**src/rtl/pipeline_pkg.sv**
```systemverilog
// Shared RV32I pipeline definitions: opcode constants, instruction field ranges, register index type.
// Latency: n/a (package only).
// Backpressure: n/a (package only).
package pipeline_pkg;

    typedef logic [4:0] reg_idx_t;
    typedef logic [6:0] opcode_t;

    // Base opcodes (instruction bits [6:0])
    localparam opcode_t OP_R      = 7'h33;
    localparam opcode_t OP_IMM    = 7'h13;
    localparam opcode_t OP_LOAD   = 7'h03;
    localparam opcode_t OP_STORE  = 7'h23;
    localparam opcode_t OP_BRANCH = 7'h63;
    localparam opcode_t OP_JALR   = 7'h67;
    localparam opcode_t OP_LUI    = 7'h37;
    localparam opcode_t OP_AUIPC  = 7'h17;
    localparam opcode_t OP_JAL    = 7'h6F;

    // Instruction field bit ranges
    localparam int OPCODE_MSB = 6;
    localparam int OPCODE_LSB = 0;
    localparam int RS1_MSB    = 19;
    localparam int RS1_LSB    = 15;
    localparam int RS2_MSB    = 24;
    localparam int RS2_LSB    = 20;

endpackage

```
**src/rtl/hazard_src_decode.sv**
```systemverilog
// Source-operand usage decode: which of rs1/rs2 an opcode actually reads.
// Latency: purely combinational, zero cycles.
// Backpressure: none; no handshake, output tracks input.
//
// Ports:
//   opcode   - instruction bits [6:0]
//   uses_rs1 - instruction reads rs1 (R, I-ALU, load, store, branch, JALR)
//   uses_rs2 - instruction reads rs2 (R, store, branch)
// Shared with the forwarding unit so both agree on operand usage.
module hazard_src_decode
    import pipeline_pkg::*;
(
    input  logic [6:0] opcode,
    output logic       uses_rs1,
    output logic       uses_rs2
);

    always_comb begin
        uses_rs1 = 1'b0;
        uses_rs2 = 1'b0;
        case (opcode)
            OP_R, OP_STORE, OP_BRANCH: begin
                uses_rs1 = 1'b1;
                uses_rs2 = 1'b1;
            end
            OP_IMM, OP_LOAD, OP_JALR: begin
                uses_rs1 = 1'b1;
            end
            // LUI, AUIPC, JAL and anything unrecognised read no registers
            default: begin
                uses_rs1 = 1'b0;
                uses_rs2 = 1'b0;
            end
        endcase
    end

endmodule

```
**src/rtl/hazard_u.sv**
```systemverilog
// Load-use hazard detection for the ID stage: stalls PC and IF/ID, bubbles ID/EX.
// Latency: SignalPC/IFID_Write/Ctrl_Flush combinational (0 cycles); stall_q/stall_cnt registered (1 cycle).
// Backpressure: produces the stall itself; holds it for as long as the load in ID/EX matches a used source.
//
// Ports:
//   clk, rst_n    - clock, asynchronous active-low reset (only affects stall_q/stall_cnt)
//   R_d, MemRead  - destination and load flag of the instruction in ID/EX
//   Instruction   - raw instruction word in IF/ID
//   SignalPC      - 1 = hold PC; IFID_Write = ~SignalPC; Ctrl_Flush = SignalPC
//   stall_q       - SignalPC delayed by one cycle
//   stall_cnt     - saturating stall-cycle counter, only when HAZARD_U_PERF_CNT_EN is defined
// Optional feature macro: HAZARD_U_PERF_CNT_EN
module hazard_u
    import pipeline_pkg::*;
#(
    parameter int CNT_W = 32
) (
    input  logic             clk,
    input  logic             rst_n,
    input  logic [4:0]       R_d,
    input  logic             MemRead,
    input  logic [31:0]      Instruction,
    output logic             SignalPC,
    output logic             IFID_Write,
    output logic             Ctrl_Flush,
    output logic             stall_q
`ifdef HAZARD_U_PERF_CNT_EN
    ,
    output logic [CNT_W-1:0] stall_cnt
`endif
);

    reg_idx_t   w_rs1;
    reg_idx_t   w_rs2;
    opcode_t    w_opcode;
    logic       w_uses_rs1;
    logic       w_uses_rs2;
    logic       w_rs1_hit;
    logic       w_rs2_hit;
    logic       w_stall;
    logic       w_unused_bits;
    logic       r_stall_q;

    assign w_opcode = Instruction[OPCODE_MSB:OPCODE_LSB];
    assign w_rs1    = Instruction[RS1_MSB:RS1_LSB];
    assign w_rs2    = Instruction[RS2_MSB:RS2_LSB];

    // funct/immediate/rd fields play no part in hazard detection
    assign w_unused_bits = ^{Instruction[31:25], Instruction[14:7]};

    hazard_src_decode u_src_decode (
        .opcode   (w_opcode),
        .uses_rs1 (w_uses_rs1),
        .uses_rs2 (w_uses_rs2)
    );

    assign w_rs1_hit = w_uses_rs1 && (w_rs1 == R_d);
    assign w_rs2_hit = w_uses_rs2 && (w_rs2 == R_d);

    // x0 is hardwired, so a load targeting it never creates a dependency
    assign w_stall = MemRead && (R_d != 5'd0) && (w_rs1_hit || w_rs2_hit);

    assign SignalPC   = w_stall;
    assign IFID_Write = ~w_stall;
    assign Ctrl_Flush = w_stall;

    always_ff @(posedge clk or negedge rst_n) begin
        if (!rst_n) begin
            r_stall_q <= 1'b0;
        end else begin
            r_stall_q <= w_stall;
        end
    end

    assign stall_q = r_stall_q;

`ifdef HAZARD_U_PERF_CNT_EN
    logic [CNT_W-1:0] r_stall_cnt;

    // Saturates at all-ones so a long run never reads back as a small count
    always_ff @(posedge clk or negedge rst_n) begin
        if (!rst_n) begin
            r_stall_cnt <= '0;
        end else if (w_stall && (r_stall_cnt != {CNT_W{1'b1}})) begin
            r_stall_cnt <= r_stall_cnt + CNT_W'(1);
        end
    end

    assign stall_cnt = r_stall_cnt;
`endif

endmodule

```
**config.mk**
```make
export PLATFORM = sky130hd
export DESIGN_NAME = hazard_u
export DESIGN_NICKNAME = d
export VERILOG_FILES = /design/src/rtl/pipeline_pkg.sv /design/src/rtl/hazard_src_decode.sv /design/src/rtl/hazard_u.sv
export SDC_FILE = /design/constraint.sdc
export NUM_CORES = 1
export LEC_CHECK = 0
export ABC_AREA = 0
export BUFFER_PORTS_ARGS = -buffer_cell sky130_fd_sc_hd__buf_2
export CAP_MARGIN = 10
export CORE_AREA = 5 5 42 44
export DETAILED_ROUTE_END_ITERATION = 7
export DIE_AREA = 0 0 47 49
export SYNTH_ARGS = -nofsm -noshare
export SYNTH_HDL_FRONTEND = slang
export SYNTH_SLANG_ARGS = --single-unit
```
**constraint.sdc**
```tcl
create_clock -name clk -period 2.57 [get_ports clk]
set_input_delay 0.257 -clock clk [delete_from_list [all_inputs] [get_ports clk]]
set_output_delay 0.257 -clock clk [all_outputs]
set_load 0.02 [all_outputs]
```
Word-level counts from Yosys, hierarchy flattened
Index checks and enable logic that the tools add are counted.
{ "totals": {"regBits": 1, "latch_bits": 0, "ram_bits": 0, "rom_bits": 0, "input_bits": 40, "output_inout_bits": 4, "word_cells": 20, "n_memories": 0} }
{ "op_classes": {"addsub": 0, "mul": 0, "div_mod_pow": 0, "order_cmp": 0, "n_eq_ne": 8, "n_shift": 0, "mux": 2, "bitwise_logic": 1, "reduce_logical": 8} }
{ "ops": {"columns": ["operator", "count"], "rows": [
  ["== test 7 x 6 -> 1 bit, second input constant", 2],
  ["== test 7 bit, second input constant", 2],
  ["== test 5 bit", 2],
  ["== test 7 x 2 -> 1 bit, second input constant", 1],
  ["== test 7 x 5 -> 1 bit, second input constant", 1],
  ["OR reduction 6 bit", 1],
  ["nonzero test 5 bit", 1],
  ["logical AND 1 bit", 4],
  ["OR reduction 3 bit", 1],
  ["2-to-1 mux 1 bit", 2],
  ["logical OR 1 bit", 1],
  ["inverter 1 bit", 1]
]} }

Longest topological paths before layout
Gate-level depths: netlist of run 1.
{ "depth": {"ltp_word": 7, "mapped_depth": 5} }

Modules after synthesis
Synthesis of run 1 repeated with hierarchy kept, for this count alone.
{ "unflattened": {"cells_unflattened": 25, "area_unflattened_um2": 234.0} }
{ "by_module_without_submodules": {"columns": ["mod", "n_inst", "cells_each", "area_each_um2", "seq_area_each_um2"], "rows": [
  ["hazard_u", 1, 19, 176.4, 25.0],
  ["hazard_src_decode", 1, 6, 57.6, 0.0]
]} }

Worst setup path before layout of run 1
Ideal clock, no wire load.
{ "synth_path": {"kind": "input to output", "from": "input R_d[1]", "to": "output SignalPC", "t_arrival_ps": 1317, "required_ps": 2313, "slack_ps": 996, "stages": 4, "path_buffers": 1, "cell_sequence": "xor2_1 > a2111oi_4 > o221a_1 > buf_4"} }
{ "synth_via": {"elab_chain_len": 4} }
{ "synth_rtl": {"columns": ["item", "line", "text"], "rows": [
  ["from (decl)", "hazard_u.sv:20", "input logic [4:0] R_d,"],
  ["== test 5 bit, on equally long branches", "hazard_u.sv:57, hazard_u.sv:58", null],
  ["logical AND 1 bit, on equally long branches", "hazard_u.sv:57, hazard_u.sv:58", null],
  ["logical OR 1 bit", "hazard_u.sv:61", "assign w_stall = MemRead && (R_d != 5'd0) && (w_rs1_hit || w_rs2_hit);"],
  ["logical AND 1 bit *", "hazard_u.sv:61", null],
  ["to (decl)", "hazard_u.sv:23", "output logic SignalPC,"]
]} }
Mark *: on every way between the ends. The rest lies on a longest branch, timed or not.

Worst setup path in the final report of run 1
{ "layout_path": {"from": "input R_d[4]", "to": "output SignalPC"} }
Same word-level chain as after synthesis.

==> impl_results.md, run 1 <==
* Via count at 287
* Die span in y at 49 um
* Post-synthesis sequential area ratio at 10.9%
* Max_cap viols at 0
* Area growth syn-to-layout at 66.7%
* Fin worst setup slack at 918 ps
* Fin cells at 68
* Pwr Density at 161 nW/um^2
* Unrepaired setup endpoints after global routing: no
* Setup TNS at 0 ps
* Period minus WS final at 1650 ps
* Mean Syn Cell Area at 9.16 um^2
* Layout cells sized above 1 at 57.7%
* CP bufs+invs at 2
* Worst Hold Class: primary input to asynchronous set/reset pin
* Syn Std Cell Area at 229 um^2
* Main synth FF type: dfrtp_1
* Post-synth ARST share at 100%
* Vias in the first global route at 267
* Worst-margin pin slew at 274 ps
* CP Class: primary input to output port
* Avg WL per Cell at 10.4 um
* # rows at 14
* Global-route wire length before repair at 1150 um
* CP Capture Type: output port
* Die Wd at 47 um
* Post-synth EDFFs at 0
* Pwr Total at 61.4 uW
* Ys Warns at 0
* Worst-path clk slew at 0 ps
* Crit Path Max Fanout at 4
* Area leader, netlist: xnor2_1
* CP Data Required Time at 2310 ps
* CP most frequent cell: buf_2
* Total global routing overflow at 0
* Hold Worst Slack at 32.7 ps
* Post-cts resize count at 0
* Post-synthesis cell type count at 14
* Initial antenna violation count at 0
* Antenna Cells at 0
* Final Hold Viols at 0
* Hold_buf cts at 0
* Final Instance Area at 382 um^2
* Worst VDD drop at 0.0450 mV
* Yosys top cell area share at 30.6%
* Core area at 1400 um^2
* Detailed Routing Iterations Pass 1 at 3
* # DRC at 0
* WP data arrival at 1400 ps
* CP Cell Sequence: buf_2, xnor2_1, nand4_1, a2111oi_4, o221a_1, buf_2
* Static leakage at 0.178 nW
* Post-CTS Setup Repair Bufs at 0
* Yosys reg bits at 1
* Final worst path period share at 64.3%
* CP max stage cell: o221a_1
* Gr usage total at 6.18%
* CP top delay family: compound AO/OA/AOI/OAI gates
* Placed cell areas at 382 um^2
* Final setup fails at 0
* Pin count of the biggest net entering global routing at 5
* FILL cells at 160
* Most common cell in the netlist: xnor2_1
* # IOs at 44
* Number of buffers added on ports at 28
* Final ANT Viol Nets at 0
* Final wirelength at 710 um
* Fmax at 0.605 GHz
* Number of flip-flops in the largest register at 1
* Status: finished, final reports clean
* Slew HR at 81.7%
* Ranking of synthesized cells by area: xnor2_1 (31%), a2111oi_4 (12%), dfrtp_1 (11%)
* # placed instances at 68
* Slew Limit Fails at 0
* Worst setup SP type: primary input
* Synth top cells by count: xnor2_1 (8), a21oi_1 (2), inv_1 (2), nand4_1 (2), xor2_1 (2)
* Fin util at 27.2%
* Drt via density at 4.22
* Die area at 2300 um^2
* Starting Density at 16.3%
* GPL Wtd Cong at 0.667
* Initial DRC Count at 1
* Synthesized Nets at 65
* Synthesized instance count at 25
* Final nets at 94
* CP peak stage delay at 270 ps
* DP Worst Slack at 894 ps
==> cell type report <==
class / instances / area [um^2] / share of cell area, %
well taps: 16 / 20.0 / 5.25
flip-flops and latches: 1 / 25.0 / 6.56
repair buffers: 28 / 140 / 36.7
inverters: 2 / 7.51 / 1.97
multi-input cells: 21 / 189 / 49.5
==> cell families after synthesis <==
logic type             count (synthesis)  synth area share, %
AND/OR/NAND/NOR                        6                 19.1
flip-flops                             1                 10.9
XOR/XNOR                              10                 38.3
AO/OA/AOI/OAI                          5                 25.1
buffers and inverters                  3                 6.56
==> metal layers <==
| layer | vias up | wire length (um) | global-route usage (%) |
|---|---|---|---|
| li1 | 146 | - | - |
| met1 | 120 | 273 | 9.15 |
| met2 | 21 | 300 | 9.73 |
| met3 | 0 | 136 | 1.11 |
| met4 | 0 | 0 | 0 |
| met5 | - | 0 | 0 |
==> path summary, 6_finish.rpt <==
path,startpoint,endpoint,slack (ps),cells after the start
min in group clk,Instruction[2],stall_q$_DFF_PN0_,610,3
hold / removal,rst_n,stall_q$_DFF_PN0_,30,1
setup / recovery,R_d[4],SignalPC,920,6
max in group asynchronous,rst_n,stall_q$_DFF_PN0_,2450,1
==> placed cells by master (no fill, tap or decap) <==
| cell type | instances |
|---|---|
| xnor2_1 | 8 |
| o221a_1 | 1 |
| buf_2 | 28 |
| a2111oi_4 | 1 |
| o221ai_1 | 1 |
| a21oi_1 | 2 |
| dfrtp_1 | 1 |
| nor3_1 | 1 |
| nand4_1 | 2 |
| nand4b_1 | 1 |
| or4_4 | 1 |
| xor2_1 | 2 |
| inv_1 | 2 |
| nand2b_1 | 1 |
==> report_power, final <==
part | switching, mW | leakage [nW] | internal (mW)
registers | 0.00000528 | 0.0140 | 0.0161
logic | 0.0196 | 0.164 | 0.0257
clock network | 0 | 0 | 0
No activity file was read; power rests on OpenSTA's default activity.
==> run 2, diff against run 1 <==
--- a/config.mk
+++ b/config.mk
@@ -5,7 +5,7 @@
 export SDC_FILE = /design/constraint.sdc
 export NUM_CORES = 1
 export LEC_CHECK = 0
-export ABC_AREA = 0
+export ABC_AREA = 1
 export BUFFER_PORTS_ARGS = -buffer_cell sky130_fd_sc_hd__buf_2
 export CAP_MARGIN = 10
 export CORE_AREA = 5 5 42 44
==> constraint.sdc (replaced) <==
create_clock -name clk -period 1.65 [get_ports clk]
set_input_delay 0.165 -clock clk [delete_from_list [all_inputs] [get_ports clk]]
set_output_delay 0.165 -clock clk [all_outputs]
set_load 0.02 [all_outputs]
==> impl_results.md, run 2 <==
* Worst setup SP type: primary input (unchanged)
* Drt via density at 3.89 (was 4.22)
* Die span in y at 49 um (unchanged)
* Synth top cells by count: nand2_1 (32), inv_1 (14), nor2_1 (5) (was xnor2_1 (8), a21oi_1 (2), inv_1 (2), nand4_1 (2), xor2_1 (2))
* CP Cell Sequence: buf_2, xor2_1, nor2_1, nand3_1, a21oi_2, buf_2 (was buf_2, xnor2_1, nand4_1, a2111oi_4, o221a_1, buf_2)
* Slew HR at 83.9% (was 81.7%)
* CP Capture Type: output port (unchanged)
* Post-cts resize count at 0 (unchanged)
* # rows at 14 (unchanged)
* Pwr Density at 230 nW/um^2 (was 161 nW/um^2)
* Die area at 2300 um^2 (unchanged)
* Antenna Cells at 0 (unchanged)
* Yosys top cell area share at 38.9% (was 30.6%)
* WP data arrival at 1010 ps (was 1400 ps)
* Fmax at 0.849 GHz
* Final setup fails at 0 (unchanged)
* # placed instances at 111 (was 68)
* Post-Synth Adder-Cell Area at 0% (unchanged)
* Post-synthesis compound-gate area fraction at 5.26% (was 25.1%)
* Post-synthesis mux area share at 0% (unchanged)
* Post-synthesis sequential area ratio at 8.10% (was 10.9%)
* Xor/xnor share of the synthesized area at 2.83% (was 38.3%)
* Post-synth ARST share at 100% (unchanged)
* Starting Density at 22.1% (was 16.3%)
* Hold_buf cts at 1 (was 0)
* Worst-path clk slew at 0 ps (about the same)
* Initial DRC Count at 4 (was 1)
* CP peak stage delay at 180 ps (was 270 ps)
* Synthesized Nets at 108 (was 65)
* Number of buffers added on ports at 28 (unchanged)
* CP top delay family: buffers and inverters (was compound AO/OA/AOI/OAI gates)
* Syn Std Cell Area at 309 um^2 (was 229 um^2)
* # IOs at 44 (unchanged)
* CP max stage cell: buf_2 (was o221a_1)
* Gr usage total at 7.09% (was 6.18%)
* Detailed Routing Iterations Pass 1 at 4 (was 3)
* Worst-margin pin slew at 241 ps (was 274 ps)
* Via count at 436 (was 287)
* Setup TNS at 0 ps (unchanged)
* Worst VDD drop at 0.0631 mV (was 0.0450 mV)
* Post-synthesis cell type count at 14 (unchanged)
* Area growth syn-to-layout at 52.6% (was 66.7%)
* CP most frequent cell: buf_2 (unchanged)
* Final ANT Viol Nets at 0 (unchanged)
* Fin util at 33.7% (was 27.2%)
* Post-synth EDFFs at 0 (unchanged)
* DP Worst Slack at 463 ps (was 894 ps)
* Final Hold Viols at 0 (unchanged)
* Synthesized instance count at 68 (was 25)
* Avg WL per Cell at 7.51 um (was 10.4 um)
* Ys Warns at 0 (unchanged)
* Status: finished, final reports clean (unchanged)
* Pin count of the biggest net entering global routing at 5 (unchanged)
* CP Data Required Time at 1480 ps (was 2310 ps)
* Number of flip-flops in the largest register at 1 (unchanged)
* Ranking of synthesized cells by area: nand2_1 (39%), inv_1 (17%), dfrtp_1 (8.1%) (was xnor2_1 (31%), a2111oi_4 (12%), dfrtp_1 (11%))
* Total global routing overflow at 0 (unchanged)
* CP bufs+invs at 2 (unchanged)
* Final worst path period share at 71.4%
* Mean Syn Cell Area at 4.54 um^2 (was 9.16 um^2)
* Layout cells sized above 1 at 37.5% (was 57.7%)
* Final nets at 138 (was 94)
* Most common cell after layout, fill and taps aside: nand2_1 (was buf_2)
* Yosys reg bits at 1 (unchanged)
* Post-Synth Simple-Gate Area at 59.5% (was 19.1%)
* Critical path depth at 6 (unchanged)
* Main synth FF type: dfrtp_1 (unchanged)
* Vias in the first global route at 388 (was 267)
* Post-DP HPWL at 791 um
* Slew Limit Fails at 0 (unchanged)
* Die Wd at 47 um (unchanged)
* Initial antenna violation count at 0 (unchanged)
* Static leakage at 0.348 nW (was 0.178 nW)
* Worst Hold Class: primary input to asynchronous set/reset pin (unchanged)
* Area leader, netlist: nand2_1 (was xnor2_1)
* Max_cap viols at 0 (unchanged)
* Period minus WS final at 1180 ps
* Unrepaired setup endpoints after global routing: no (unchanged)
* CP Class: primary input to output port (unchanged)
* Most common cell in the netlist: nand2_1 (was xnor2_1)
* Global-route wire length before repair at 1370 um (was 1150 um)
* Final wirelength at 841 um (was 710 um)
* Largest family of logic cells by synthesized area: simple AND/OR/NAND/NOR gates (was XOR/XNOR gates)
* Post-CTS Setup Repair Bufs at 0 (unchanged)
* Core area at 1400 um^2 (unchanged)
* GPL Wtd Cong at 0.740 (was 0.667)
* # DRC at 0 (unchanged)
* Fin cells at 112 (was 68)
* Crit Path Max Fanout at 3 (was 4)
* Commonest non-fill, non-tap cells in the layout: nand2_1 (32), buf_2 (28), inv_1 (14), nor2_1 (5), inv_2 (4) (was buf_2 (28), xnor2_1 (8))
* FILL cells at 182 (was 160)
* Fin worst setup slack at 473 ps (was 918 ps)
-- run 2: kinds of logic (layout without fill, tap and decap cells) --
logic type,after synthesis,in the layout
buffers and inverters,19,47
and+or+nand+nor,45,45
AOI/OAI and AO/OA,2,2
xor gates and xnor gates,1,1
DFF,1,1
-- run 2: stage by stage --
stage / hold slack [ps] / cell area [um^2] / total power [mW]
5_1_grt: 495 / 472 / 0.122
3_5_place_dp: -58.5 / 462 / 0.107
4_1_cts: 479 / 472 / 0.110
3_3_place_gp: -59.0 / 462 / 0.106
2_1_floorplan: -131 / 309 / 0.0661
6_report: 478 / 472 / 0.109
-- run 2: layout make-up --
type                            count  area (um^2)  area share, %
Tap cell                           16         20.0           4.24
Inverter                           18         67.6           14.3
Timing Repair Buffer               29          150           31.8
Multi-Input combinational cell     48          209           44.3
Sequential cell                     1         25.0           5.31
-- run 2: worst max path at each step --
stage               startpoint         end  slack (ps)
floorplan               R_d[1]    SignalPC         510
global placement        R_d[3]  Ctrl_Flush         480
detailed placement      R_d[3]  Ctrl_Flush         460
CTS                     R_d[3]  Ctrl_Flush         470
global route            R_d[2]  Ctrl_Flush         360
finish                  R_d[3]  Ctrl_Flush         470
-- run 2: per-layer routing --
| metal | GRT usage [%] | vias up | wire length (um) |
|---|---|---|---|
| li1 | - | 250 | - |
| met1 | 8.70 | 174 | 344 |
| met2 | 13.3 | 12 | 417 |
| met3 | 0.738 | 0 | 78 |
| met4 | 0 | 0 | 0 |
| met5 | 0 | - | 0 |
-- run 2: where the power goes --
| group | internal [mW] | total, mW | switching, mW |
|---|---|---|---|
| registers | 0.0250 | 0.0250 | 0.0000118 |
| clock network | 0 | 0 | 0 |
| logic | 0.0405 | 0.0835 | 0.0429 |
